**src/rtl/pwm_pkg.sv**
```systemverilog
// Shared constants, types and the level comparator for the multi-channel PWM block.
// The register map below is decoded by pwm_multi_channel; the timebase uses the enums.
package pwm_pkg;

    localparam logic [6:0] ADDR_OUT_EN    = 7'h00;
    localparam logic [6:0] ADDR_PWM_EN    = 7'h04;
    localparam logic [6:0] ADDR_CTRL      = 7'h08;
    localparam logic [6:0] ADDR_PRESC     = 7'h09;
    localparam logic [6:0] ADDR_DUTY_BASE = 7'h10;

    localparam int CTRL_CENTER = 0;
    localparam int CTRL_RUN    = 1;

    localparam logic [7:0] DUTY_MAX = 8'hFF;
    localparam logic [7:0] EDGE_TOP = 8'd254;
    localparam logic [7:0] CNT_TOP  = 8'hFF;

    typedef enum logic {
        DIR_UP   = 1'b0,
        DIR_DOWN = 1'b1
    } dir_e;

    typedef enum logic {
        MODE_EDGE   = 1'b0,
        MODE_CENTER = 1'b1
    } mode_e;

    // Full-scale duty forces the output high even when cnt reaches 255 in center mode.
    function automatic logic pwm_level(input logic [7:0] cnt, input logic [7:0] duty);
        return (duty == DUTY_MAX) || (cnt < duty);
    endfunction

endpackage

```
**src/rtl/pwm_timebase.sv**
```systemverilog
// Prescaler, shared period counter and direction state for all PWM channels.
// wrap_o says the next tick returns cnt to 0; tick_o & wrap_o is the period boundary.
module pwm_timebase
    import pwm_pkg::*;
#(
    parameter int PRESC_W = 8
) (
    input  logic               clk,
    input  logic               rst,
    input  logic               run_i,
    input  logic               center_i,
    input  logic [PRESC_W-1:0] presc_i,
    output logic [7:0]         cnt_o,
    output logic               tick_o,
    output logic               wrap_o,
    output logic               period_start_o
);

    logic [PRESC_W-1:0] pcnt_q, pcnt_d;
    logic [7:0]         cnt_q, cnt_d, cnt_step;
    dir_e               dir_q, dir_d, dir_step;
    mode_e              mode_q, mode_d, mode_sel;
    logic               tick, wrap, boundary;
    logic               boundary_q, period_start_q;

    assign mode_sel = center_i ? MODE_CENTER : MODE_EDGE;

    // Count value and direction the next tick would produce in the active mode.
    always_comb begin
        cnt_step = cnt_q + 8'd1;
        dir_step = dir_q;
        if (mode_q == MODE_EDGE) begin
            cnt_step = (cnt_q == EDGE_TOP) ? 8'd0 : cnt_q + 8'd1;
            dir_step = DIR_UP;
        end else if (dir_q == DIR_UP) begin
            if (cnt_q == CNT_TOP) begin
                cnt_step = CNT_TOP - 8'd1;
                dir_step = DIR_DOWN;
            end
        end else begin
            cnt_step = cnt_q - 8'd1;
            if (cnt_q == 8'd1) begin
                dir_step = DIR_UP;
            end
        end
    end

    assign tick     = run_i && (pcnt_q == presc_i);
    assign wrap     = (cnt_step == 8'd0);
    assign boundary = tick && wrap;

    always_comb begin
        pcnt_d = pcnt_q;
        cnt_d  = cnt_q;
        dir_d  = dir_q;
        mode_d = mode_q;
        if (!run_i) begin
            pcnt_d = '0;
            cnt_d  = 8'd0;
            dir_d  = DIR_UP;
            mode_d = mode_sel;
        end else begin
            pcnt_d = tick ? '0 : pcnt_q + 1'b1;
            if (tick) begin
                cnt_d = cnt_step;
                dir_d = dir_step;
            end
            // A mode change only lands on a boundary so a period is never cut short.
            if (boundary) begin
                mode_d = mode_sel;
                if (mode_sel != mode_q) begin
                    dir_d = DIR_UP;
                end
            end
        end
    end

    always_ff @(posedge clk) begin
        if (rst) begin
            pcnt_q         <= '0;
            cnt_q          <= 8'd0;
            dir_q          <= DIR_UP;
            mode_q         <= MODE_EDGE;
            boundary_q     <= 1'b0;
            period_start_q <= 1'b0;
        end else begin
            pcnt_q         <= pcnt_d;
            cnt_q          <= cnt_d;
            dir_q          <= dir_d;
            mode_q         <= mode_d;
            boundary_q     <= boundary;
            period_start_q <= boundary_q;
        end
    end

    // Two-stage delay lines the pulse up with the output flop stage behind cnt.
    assign cnt_o          = cnt_q;
    assign tick_o         = tick;
    assign wrap_o         = wrap;
    assign period_start_o = period_start_q;

endmodule

```
**src/rtl/pwm_multi_channel.sv**
```systemverilog
// NUM_CH-channel PWM: register file, double-buffered duties, comparators and output flops.
// Duties written by the host are pending until the timebase reports a period boundary.
module pwm_multi_channel
    import pwm_pkg::*;
#(
    parameter int NUM_CH  = 16,
    parameter int PRESC_W = 8
) (
    input  logic              clk,
    input  logic              rst,
    input  logic              wr_en,
    input  logic [6:0]        wr_addr,
    input  logic [7:0]        wr_data,
    input  logic [6:0]        rd_addr,
    output logic [7:0]        rd_data,
    output logic              period_start,
    output logic [NUM_CH-1:0] out
);

    localparam int NUM_BYTES = NUM_CH / 8;

    logic [NUM_CH-1:0]  out_en_q, out_en_d;
    logic [NUM_CH-1:0]  pwm_en_q, pwm_en_d;
    logic               center_q, center_d;
    logic               run_q, run_d;
    logic [PRESC_W-1:0] presc_q, presc_d;
    logic [7:0]         duty_pend_q [NUM_CH];
    logic [7:0]         duty_pend_d [NUM_CH];
    logic [7:0]         duty_act_q  [NUM_CH];
    logic [7:0]         duty_act_d  [NUM_CH];
    logic [NUM_CH-1:0]  out_q, out_d;
    logic [7:0]         rd_data_q, rd_data_d;

    logic [7:0] cnt;
    logic       tick, wrap, load;

    pwm_timebase #(
        .PRESC_W(PRESC_W)
    ) u_timebase (
        .clk           (clk),
        .rst           (rst),
        .run_i         (run_q),
        .center_i      (center_q),
        .presc_i       (presc_q),
        .cnt_o         (cnt),
        .tick_o        (tick),
        .wrap_o        (wrap),
        .period_start_o(period_start)
    );

    assign load = tick && wrap;

    // Byte lanes beyond NUM_BYTES and duty slots beyond NUM_CH simply never match.
    always_comb begin
        out_en_d    = out_en_q;
        pwm_en_d    = pwm_en_q;
        center_d    = center_q;
        run_d       = run_q;
        presc_d     = presc_q;
        duty_pend_d = duty_pend_q;
        if (wr_en) begin
            for (int k = 0; k < NUM_BYTES; k++) begin
                if (wr_addr == ADDR_OUT_EN + 7'(k)) begin
                    out_en_d[8*k +: 8] = wr_data;
                end
                if (wr_addr == ADDR_PWM_EN + 7'(k)) begin
                    pwm_en_d[8*k +: 8] = wr_data;
                end
            end
            if (wr_addr == ADDR_CTRL) begin
                center_d = wr_data[CTRL_CENTER];
                run_d    = wr_data[CTRL_RUN];
            end
            if (wr_addr == ADDR_PRESC) begin
                presc_d = wr_data[PRESC_W-1:0];
            end
            for (int ch = 0; ch < NUM_CH; ch++) begin
                if (wr_addr == ADDR_DUTY_BASE + 7'(ch)) begin
                    duty_pend_d[ch] = wr_data;
                end
            end
        end
    end

    // Stopped: active follows pending so the first period after run uses fresh duties.
    always_comb begin
        duty_act_d = duty_act_q;
        if (!run_q || load) begin
            duty_act_d = duty_pend_q;
        end
    end

    always_comb begin
        rd_data_d = 8'd0;
        for (int k = 0; k < NUM_BYTES; k++) begin
            if (rd_addr == ADDR_OUT_EN + 7'(k)) begin
                rd_data_d = out_en_q[8*k +: 8];
            end
            if (rd_addr == ADDR_PWM_EN + 7'(k)) begin
                rd_data_d = pwm_en_q[8*k +: 8];
            end
        end
        if (rd_addr == ADDR_CTRL) begin
            rd_data_d[CTRL_CENTER] = center_q;
            rd_data_d[CTRL_RUN]    = run_q;
        end
        if (rd_addr == ADDR_PRESC) begin
            rd_data_d = 8'(presc_q);
        end
        for (int ch = 0; ch < NUM_CH; ch++) begin
            if (rd_addr == ADDR_DUTY_BASE + 7'(ch)) begin
                rd_data_d = duty_pend_q[ch];
            end
        end
    end

    // A channel with PWM disabled but output enabled is a static high.
    always_comb begin
        out_d = '0;
        for (int ch = 0; ch < NUM_CH; ch++) begin
            out_d[ch] = out_en_q[ch] & (~pwm_en_q[ch] | pwm_level(cnt, duty_act_q[ch]));
        end
    end

    always_ff @(posedge clk) begin
        if (rst) begin
            out_en_q    <= '0;
            pwm_en_q    <= '0;
            center_q    <= 1'b0;
            run_q       <= 1'b0;
            presc_q     <= '0;
            duty_pend_q <= '{default: 8'd0};
            duty_act_q  <= '{default: 8'd0};
            out_q       <= '0;
            rd_data_q   <= 8'd0;
        end else begin
            out_en_q    <= out_en_d;
            pwm_en_q    <= pwm_en_d;
            center_q    <= center_d;
            run_q       <= run_d;
            presc_q     <= presc_d;
            duty_pend_q <= duty_pend_d;
            duty_act_q  <= duty_act_d;
            out_q       <= out_d;
            rd_data_q   <= rd_data_d;
        end
    end

    assign out     = out_q;
    assign rd_data = rd_data_q;

endmodule

```
**config.mk**
```make
export PLATFORM = sky130hd
export DESIGN_NAME = pwm_multi_channel
export DESIGN_NICKNAME = d
export VERILOG_FILES = /design/src/rtl/pwm_pkg.sv /design/src/rtl/pwm_timebase.sv /design/src/rtl/pwm_multi_channel.sv
export SDC_FILE = /design/constraint.sdc
export NUM_CORES = 1
export LEC_CHECK = 0
export CAP_MARGIN = 20
export CELL_PAD_IN_SITES_DETAIL_PLACEMENT = 1
export CELL_PAD_IN_SITES_GLOBAL_PLACEMENT = 1
export CORE_MARGIN = 8
export CORE_UTILIZATION = 50
export DETAILED_ROUTE_END_ITERATION = 8
export GPL_TIMING_DRIVEN = 0
export PLACE_DENSITY = 0.85
export SLEW_MARGIN = 20
export SYNTH_ARGS = -nofsm -noshare
export SYNTH_HDL_FRONTEND = slang
export SYNTH_SLANG_ARGS = --single-unit
```
**constraint.sdc**
```tcl
create_clock -name clk -period 6.93 [get_ports clk]
set_input_delay 0.693 -clock clk [delete_from_list [all_inputs] [get_ports clk]]
set_output_delay 0.693 -clock clk [all_outputs]
set_load 0.01 [all_outputs]
```
### Yosys cells after proc, flatten, opt, wreduce, memory -nomap -nowiden

Cells that the tools add are included.

| operators by class | value |
|---|---|
| reductions and logical operators | 47 |
| mux-type cells | 36 |
| equal/unequal tests | 64 |
| div/mod/pow operators | 0 |
| $lt $le $gt $ge | 16 |
| bitwise gates (word level) | 49 |
| shifts and indexed selects | 0 |
| multipliers | 0 |
| $add $sub $neg | 3 |

Operators with widths:

| kind | number |
|---|---|
| equality test 7 x 5 -> 1 bit (second input constant) | 32 |
| 2-to-1 mux 8 bit | 25 |
| equality test 8 bit (second input constant) | 18 |
| < comparator 8 bit | 16 |
| AND reduction 2 bit | 22 |
| equality test 7 x 3 -> 1 bit (second input constant) | 4 |
| equality test 7 x 4 -> 1 bit (second input constant) | 4 |
| logical OR 1 bit | 17 |
| inverter 1 bit | 17 |
| adder 8 x 1 -> 8 bit (second input constant) | 2 |
| AND 1 bit | 16 |
| bitwise OR 1 bit | 16 |
| equality test 7 x 1 -> 1 bit (second input constant) | 2 |
| zero test 7 bit | 2 |
| 2-to-1 mux 1 bit | 10 |
| equality test 8 x 1 -> 1 bit (second input constant) | 1 |
| equality test 8 bit | 1 |
| zero test 8 bit | 1 |
| subtractor 8 x 1 -> 8 bit (second input constant) | 1 |
| OR reduction 3 bit | 1 |
| logical AND 1 bit | 2 |
| 2-to-1 mux 2 bit | 1 |
| != test 2 x 1 -> 1 bit (second input constant) | 1 |
| OR reduction 2 bit | 1 |
| 2 further kinds | 2 |

| word-level totals | value |
|---|---|
| output and inout port bits | 25 |
| input port bits | 25 |
| bits in latches | 0 |
| logic and storage cells | 262 |
| bits in writable memories | 0 |
| bits in registers | 342 |
| ROM bits | 0 |
| memories | 0 |

### Logic depth before layout (Yosys ltp)

| logic depth | value |
|---|---|
| word-level depth | 23 |
| mapped depth | 13 |
| mapped depth without buffers | 9 |

### By module

A second synthesis with hierarchy kept.

| unflattened totals | value |
|---|---|
| cells, all modules | 2,232 |
| area total of the unflattened synthesis | 17,663.2 um2 |

Modules (own cells, without submodules):

| module | area each (um2) | seq. area each (um2) | cells an instance | times used |
|---|---|---|---|---|
| pwm_multi_channel | 16,211.8 | 6,446.2 | 2,046 | 1 |
| pwm_timebase | 1,451.4 | 400.4 | 186 | 1 |

### Worst setup path before layout

No wires, ideal clock.

| timing path | value |
|---|---|
| kind | register -> register |
| start point | register u_timebase.cnt_q[1], in the netlist u_timebase.cnt_o[1] |
| end point | register duty_act_q[100] (netlist name) |
| setup slack | 3.755 ns |
| data arrival time | 3.048 ns |
| required time | 6.802 ns |
| cell stages (with the launch flop) | 11 |
| setup time | 0.128 ns |
| clock period less this slack | 3.175 ns |
| buffers on the path | 2 |
| cells stage by stage | dfxtp_1 -> ha_1 -> and3_1 -> a31o_4 -> o221a_1 -> or4_4 -> o41ai_4 -> buf_12 -> buf_12 -> mux2i_1 -> nor2_1 |

| on the way | value |
|---|---|
| word-level cells in the longest chain between the ends | 7 |
| elaborated cells between the ends (all ways) | 11 |

Ends and longest elaborated chain:

| what | RTL line | text |
|---|---|---|
| from (decl) | pwm_timebase.sv:20 | `logic [7:0] cnt_q, cnt_d, cnt_step;` |
| from (signal assigned) | pwm_timebase.sv:88 | `cnt_q <= cnt_d;` |
| adder 8 x 1 -> 8 bit / equality test 8 bit (equally long branches) | pwm_timebase.sv:30, pwm_timebase.sv:33, pwm_timebase.sv:36 |  |
| 2-to-1 mux 8 bit | pwm_timebase.sv:36 | `if (cnt_q == CNT_TOP) begin` |
| 2-to-1 mux 8 bit | pwm_timebase.sv:35 | `end else if (dir_q == DIR_UP) begin` |
| 2-to-1 mux 8 bit * | pwm_timebase.sv:32 | `if (mode_q == MODE_EDGE) begin` |
| zero test 8 bit * | pwm_timebase.sv:49 | `assign wrap = (cnt_step == 8'd0);` |
| logical AND 1 bit * | pwm_multi_channel.sv:51 | `assign load = tick && wrap;` |
| logical OR 1 bit * | pwm_multi_channel.sv:88 | `if (!run_q \|\| load) begin` |
| to (signal assigned) | pwm_multi_channel.sv:143 | `duty_act_q <= duty_act_d;` |
| to (decl) | pwm_multi_channel.sv:29 | `logic [7:0] duty_act_q [NUM_CH];` |

Every way passes the cells marked *; elsewhere a longest branch is shown, timed or not.
A chain may end at the register's enable or synchronous reset.

### Worst setup path after layout

| timing path | value |
|---|---|
| start point | register u_timebase.cnt_q[0], in the netlist u_timebase.cnt_o[0] |
| end point | register duty_act_q[123] (netlist name) |

The elaborated chain is that of the path after synthesis.

==> impl_metrics.env <==
export IMPL_status="completed"
export IMPL_synth_main_ff_cell="dfxtp_1"
export IMPL_die_area_mm2=0.0421
export IMPL_worstSetupPathType="reg2reg"
export IMPL_final_util_pct=57.7
export IMPL_grt_pass1_vias=17342
export IMPL_grt_busiest_layer="met2"
export IMPL_hold_viol=0
export IMPL_nNetsFinal=2264
export IMPL_crit_required_ns=7.34
export IMPL_gp_congestion=1.03
export IMPL_cp_num_cells=13
export IMPL_maxSlewViolCount=0
export IMPL_dr_total_vias=16412
export IMPL_die_h_um=205
export IMPL_synth_cells=2027
export IMPL_numPortBuffers=48
export IMPL_cp_end_kind="flop"
export IMPL_io_pins=50
export IMPL_arrival_ns=5.31
export IMPL_maxCapViolations=0
export IMPL_synth_seq_area_share_pct=38.3
export IMPL_start_util_pct=50.5
export IMPL_rsz0062_at_grt="false"
export IMPL_endpoint="duty_act_q[123]"
export IMPL_r2r_start="u_timebase.cnt_o[0]"
export IMPL_slowest_delay_ns=0.79
export IMPL_cts_resized=0
export IMPL_cp_start_kind="flop"
export IMPL_cts_buffers=39
export IMPL_drt_iter0_drc=1378
export IMPL_synth_area_leaders="dfxtp_1 (38%), mux2i_1 (16%), ha_1 (8.2%)"
export IMPL_ys_ff_latch=342
export IMPL_grt_pass1_wl_mm=108
export IMPL_path_cells="clkbuf_1, clkbuf_1, inv_1, ha_1, nor3b_1, mux2i_1, nor4_1, or4_4, o41ai_4, buf_6, buf_12, mux2i_1, nor2_1"
export IMPL_grt_max_degree=18
export IMPL_clock_latency_ns=0.56
export IMPL_use_met3_pct=5.76
export IMPL_fmax_mhz=204
export IMPL_ys_types=70
export IMPL_synth_fp_nets=2169
export IMPL_area_growth_syn_to_layout_pct=14.1
export IMPL_period_share_pct=70.8
export IMPL_cp_startpoint="u_timebase.cnt_o[0]"
export IMPL_crit_buf_inv=5
export IMPL_critPathTopFamily="buffers and inverters"
export IMPL_synth_top_cell_area_share_pct=38.3
export IMPL_fin_area_mm2=0.0204
export IMPL_regToRegSetupSlack_ns=2.02
export IMPL_p_per_area_mw_per_mm2=210
export IMPL_clk_pin_slew_worst_paths_ns=0.06
export IMPL_first_pass_iters=5
export IMPL_fin_crit_ns=4.91
export IMPL_placedInstanceArea_mm2=0.0191
export IMPL_finalSetupTns_ns=0
export IMPL_leakagePower_nw=9.05
export IMPL_drcViolationCount=0
export IMPL_r2r_cells=13
export IMPL_synth_avg_cell_area_um2=8.82
export IMPL_cts_max_level=2
export IMPL_viasPerCell=6.29
export IMPL_layout_common_cells="nor2_1 (352), dfxtp_1 (335), mux2i_1 (293)"
export IMPL_slew_headroom_pct=14.8
export IMPL_grt_usage_pct=33.8
export IMPL_clkSinkCount=342
export IMPL_n_fill_cell=4082
export IMPL_cts_tree="done"
export IMPL_use_met1_pct=41.6
export IMPL_final_common_cell="nor2_1"
export IMPL_wl_mm=72.2
export IMPL_syn_cell_area_mm2=0.0179
export IMPL_async_flop_share_pct=0
export IMPL_reg2reg_to="duty_act_q[123]"
export IMPL_cts_buffer_depth=3
export IMPL_hpwl_mm=52.3
export IMPL_ir_drop_uv=160
export IMPL_grt_overflow=0
export IMPL_synth_edf_count=0
export IMPL_hold_start="u_timebase.boundary_q"
export IMPL_wire_per_inst_um=27.7
export IMPL_worst_pin_slew_ns=1.28
export IMPL_skew_ns=0.0224
export IMPL_cp_max_fo=10
export IMPL_hold_buffers=0
export IMPL_cts_root_buf="clkbuf_16"
export IMPL_antenna_left=0
export IMPL_yosys_warnings=0
export IMPL_coreArea_mm2=0.0354
export IMPL_synth_top_cell_by_area="dfxtp_1"
export IMPL_hp_class="reg2reg"
export IMPL_drive_gt1_share_pct=5.36
export IMPL_cts_setup_buffers=0
export IMPL_grtUsageMet2_pct=56.2
export IMPL_cpMaxStageDelayCell="clkbuf_1"
export IMPL_power_mw=4.30
export IMPL_grt_antenna_before_repair=0
export IMPL_rows=69
export IMPL_die_w_um=205
export IMPL_setup_viol=0
==> synthesized netlist by cell type, drive strengths merged, types with 3 or more instances <==
| master | n |
|---|---|
| o221ai | 3 |
| a21oi | 71 |
| dfxtp | 342 |
| inv | 122 |
| o21ai | 87 |
| or3 | 7 |
| and2 | 5 |
| nand3b | 5 |
| o211ai | 18 |
| and4 | 3 |
| a41o | 3 |
| a211oi | 23 |
| nand3 | 41 |
| nor2b | 29 |
| a32oi | 3 |
| buf | 27 |
| xnor2 | 10 |
| nand2 | 110 |
| a311oi | 3 |
| a221oi | 6 |
| clkbuf | 91 |
| nand4 | 38 |
| o31ai | 3 |
| nand2b | 23 |
| nor3 | 22 |
| or4 | 4 |
| nor2 | 352 |
| mux4 | 4 |
| a31oi | 14 |
| o22ai | 19 |
| mux2 | 12 |
| and3 | 12 |
| a21o | 51 |
| ha | 117 |
| a31o | 4 |
| nor4 | 5 |
| mux2i | 293 |
| xor2 | 5 |
| a22oi | 10 |
| nor3b | 5 |
==> per-layer routing <==
metal	part of all wire, %	vias up
met3	6.9	225
met1	41	8205
met5	0	-
li1	-	7277
met2	47	705
met4	5.2	0
==> final cells by class <==
class                      instances  area (um2)  share of cell area, %
inverter                         123         462                   2.26
timing repair buffer              54         646                   3.16
clock inverter                    13         159                  0.779
antenna                            1        2.50                 0.0123
multi-input combinational       1444        9920                   48.6
sequential                       342        6860                   33.6
tap                              461         577                   2.83
buffer                           118         667                   3.27
clock buffer                      53        1120                   5.49
==> worst min path at each step <==
stage | endpoint | slack, ns | cells after the start
floorplan | u_timebase.period_start_o | 0.41 | 1
global placement | u_timebase.period_start_o | 0.43 | 1
detailed placement | u_timebase.period_start_o | 0.43 | 1
CTS | u_timebase.period_start_o | 0.44 | 1
global route | u_timebase.period_start_o | 0.47 | 1
finish | u_timebase.period_start_o | 0.44 | 1
==> worst reg2reg max path: stages (launching register included) <==
cell,delay (ns)
dfxtp_1,0.50
clkbuf_1,0.64
clkbuf_1,0.80
inv_1,0.22
ha_1,0.33
nor3b_1,0.18
mux2i_1,0.18
nor4_1,0.11
or4_4,0.58
o41ai_4,0.44
buf_6,0.30
buf_12,0.19
mux2i_1,0.24
nor2_1,0.08
==> power breakdown <==
part,internal [mW],switching [mW]
Sequential,1.97,0.00426
Combinational,0.0506,0.168
Clock,1.24,0.859
Total,3.26,1.03
==> stage by stage <==
step,hold WS (ns),instances,setup WS [ns]
final,0.437,2609,2.02
after global routing,0.470,2608,1.91
after CTS,0.442,2608,2.09
after detailed placement,0.428,2542,2.13
after global placement,0.426,2536,2.08
after floorplan,0.414,2027,3.75
==> kinds of logic after synthesis <==
group	share of synthesized area (%)
buffers and inverters	6.31
and+or+nand+nor	16.7
adders and majority gates	8.19
muxes	17.7
xor gates and xnor gates	0.735
AOI/OAI and AO/OA	12.1
DFF	38.3
==> sequential cells by signal (all words and copies together) (netlist names), 16 cells and up <==
signal and cells:
out 16, duty_act_q 128, out_en_q 16, pwm_en_q 16, duty_pend_q 128
(Power assumes the default switching activity.)
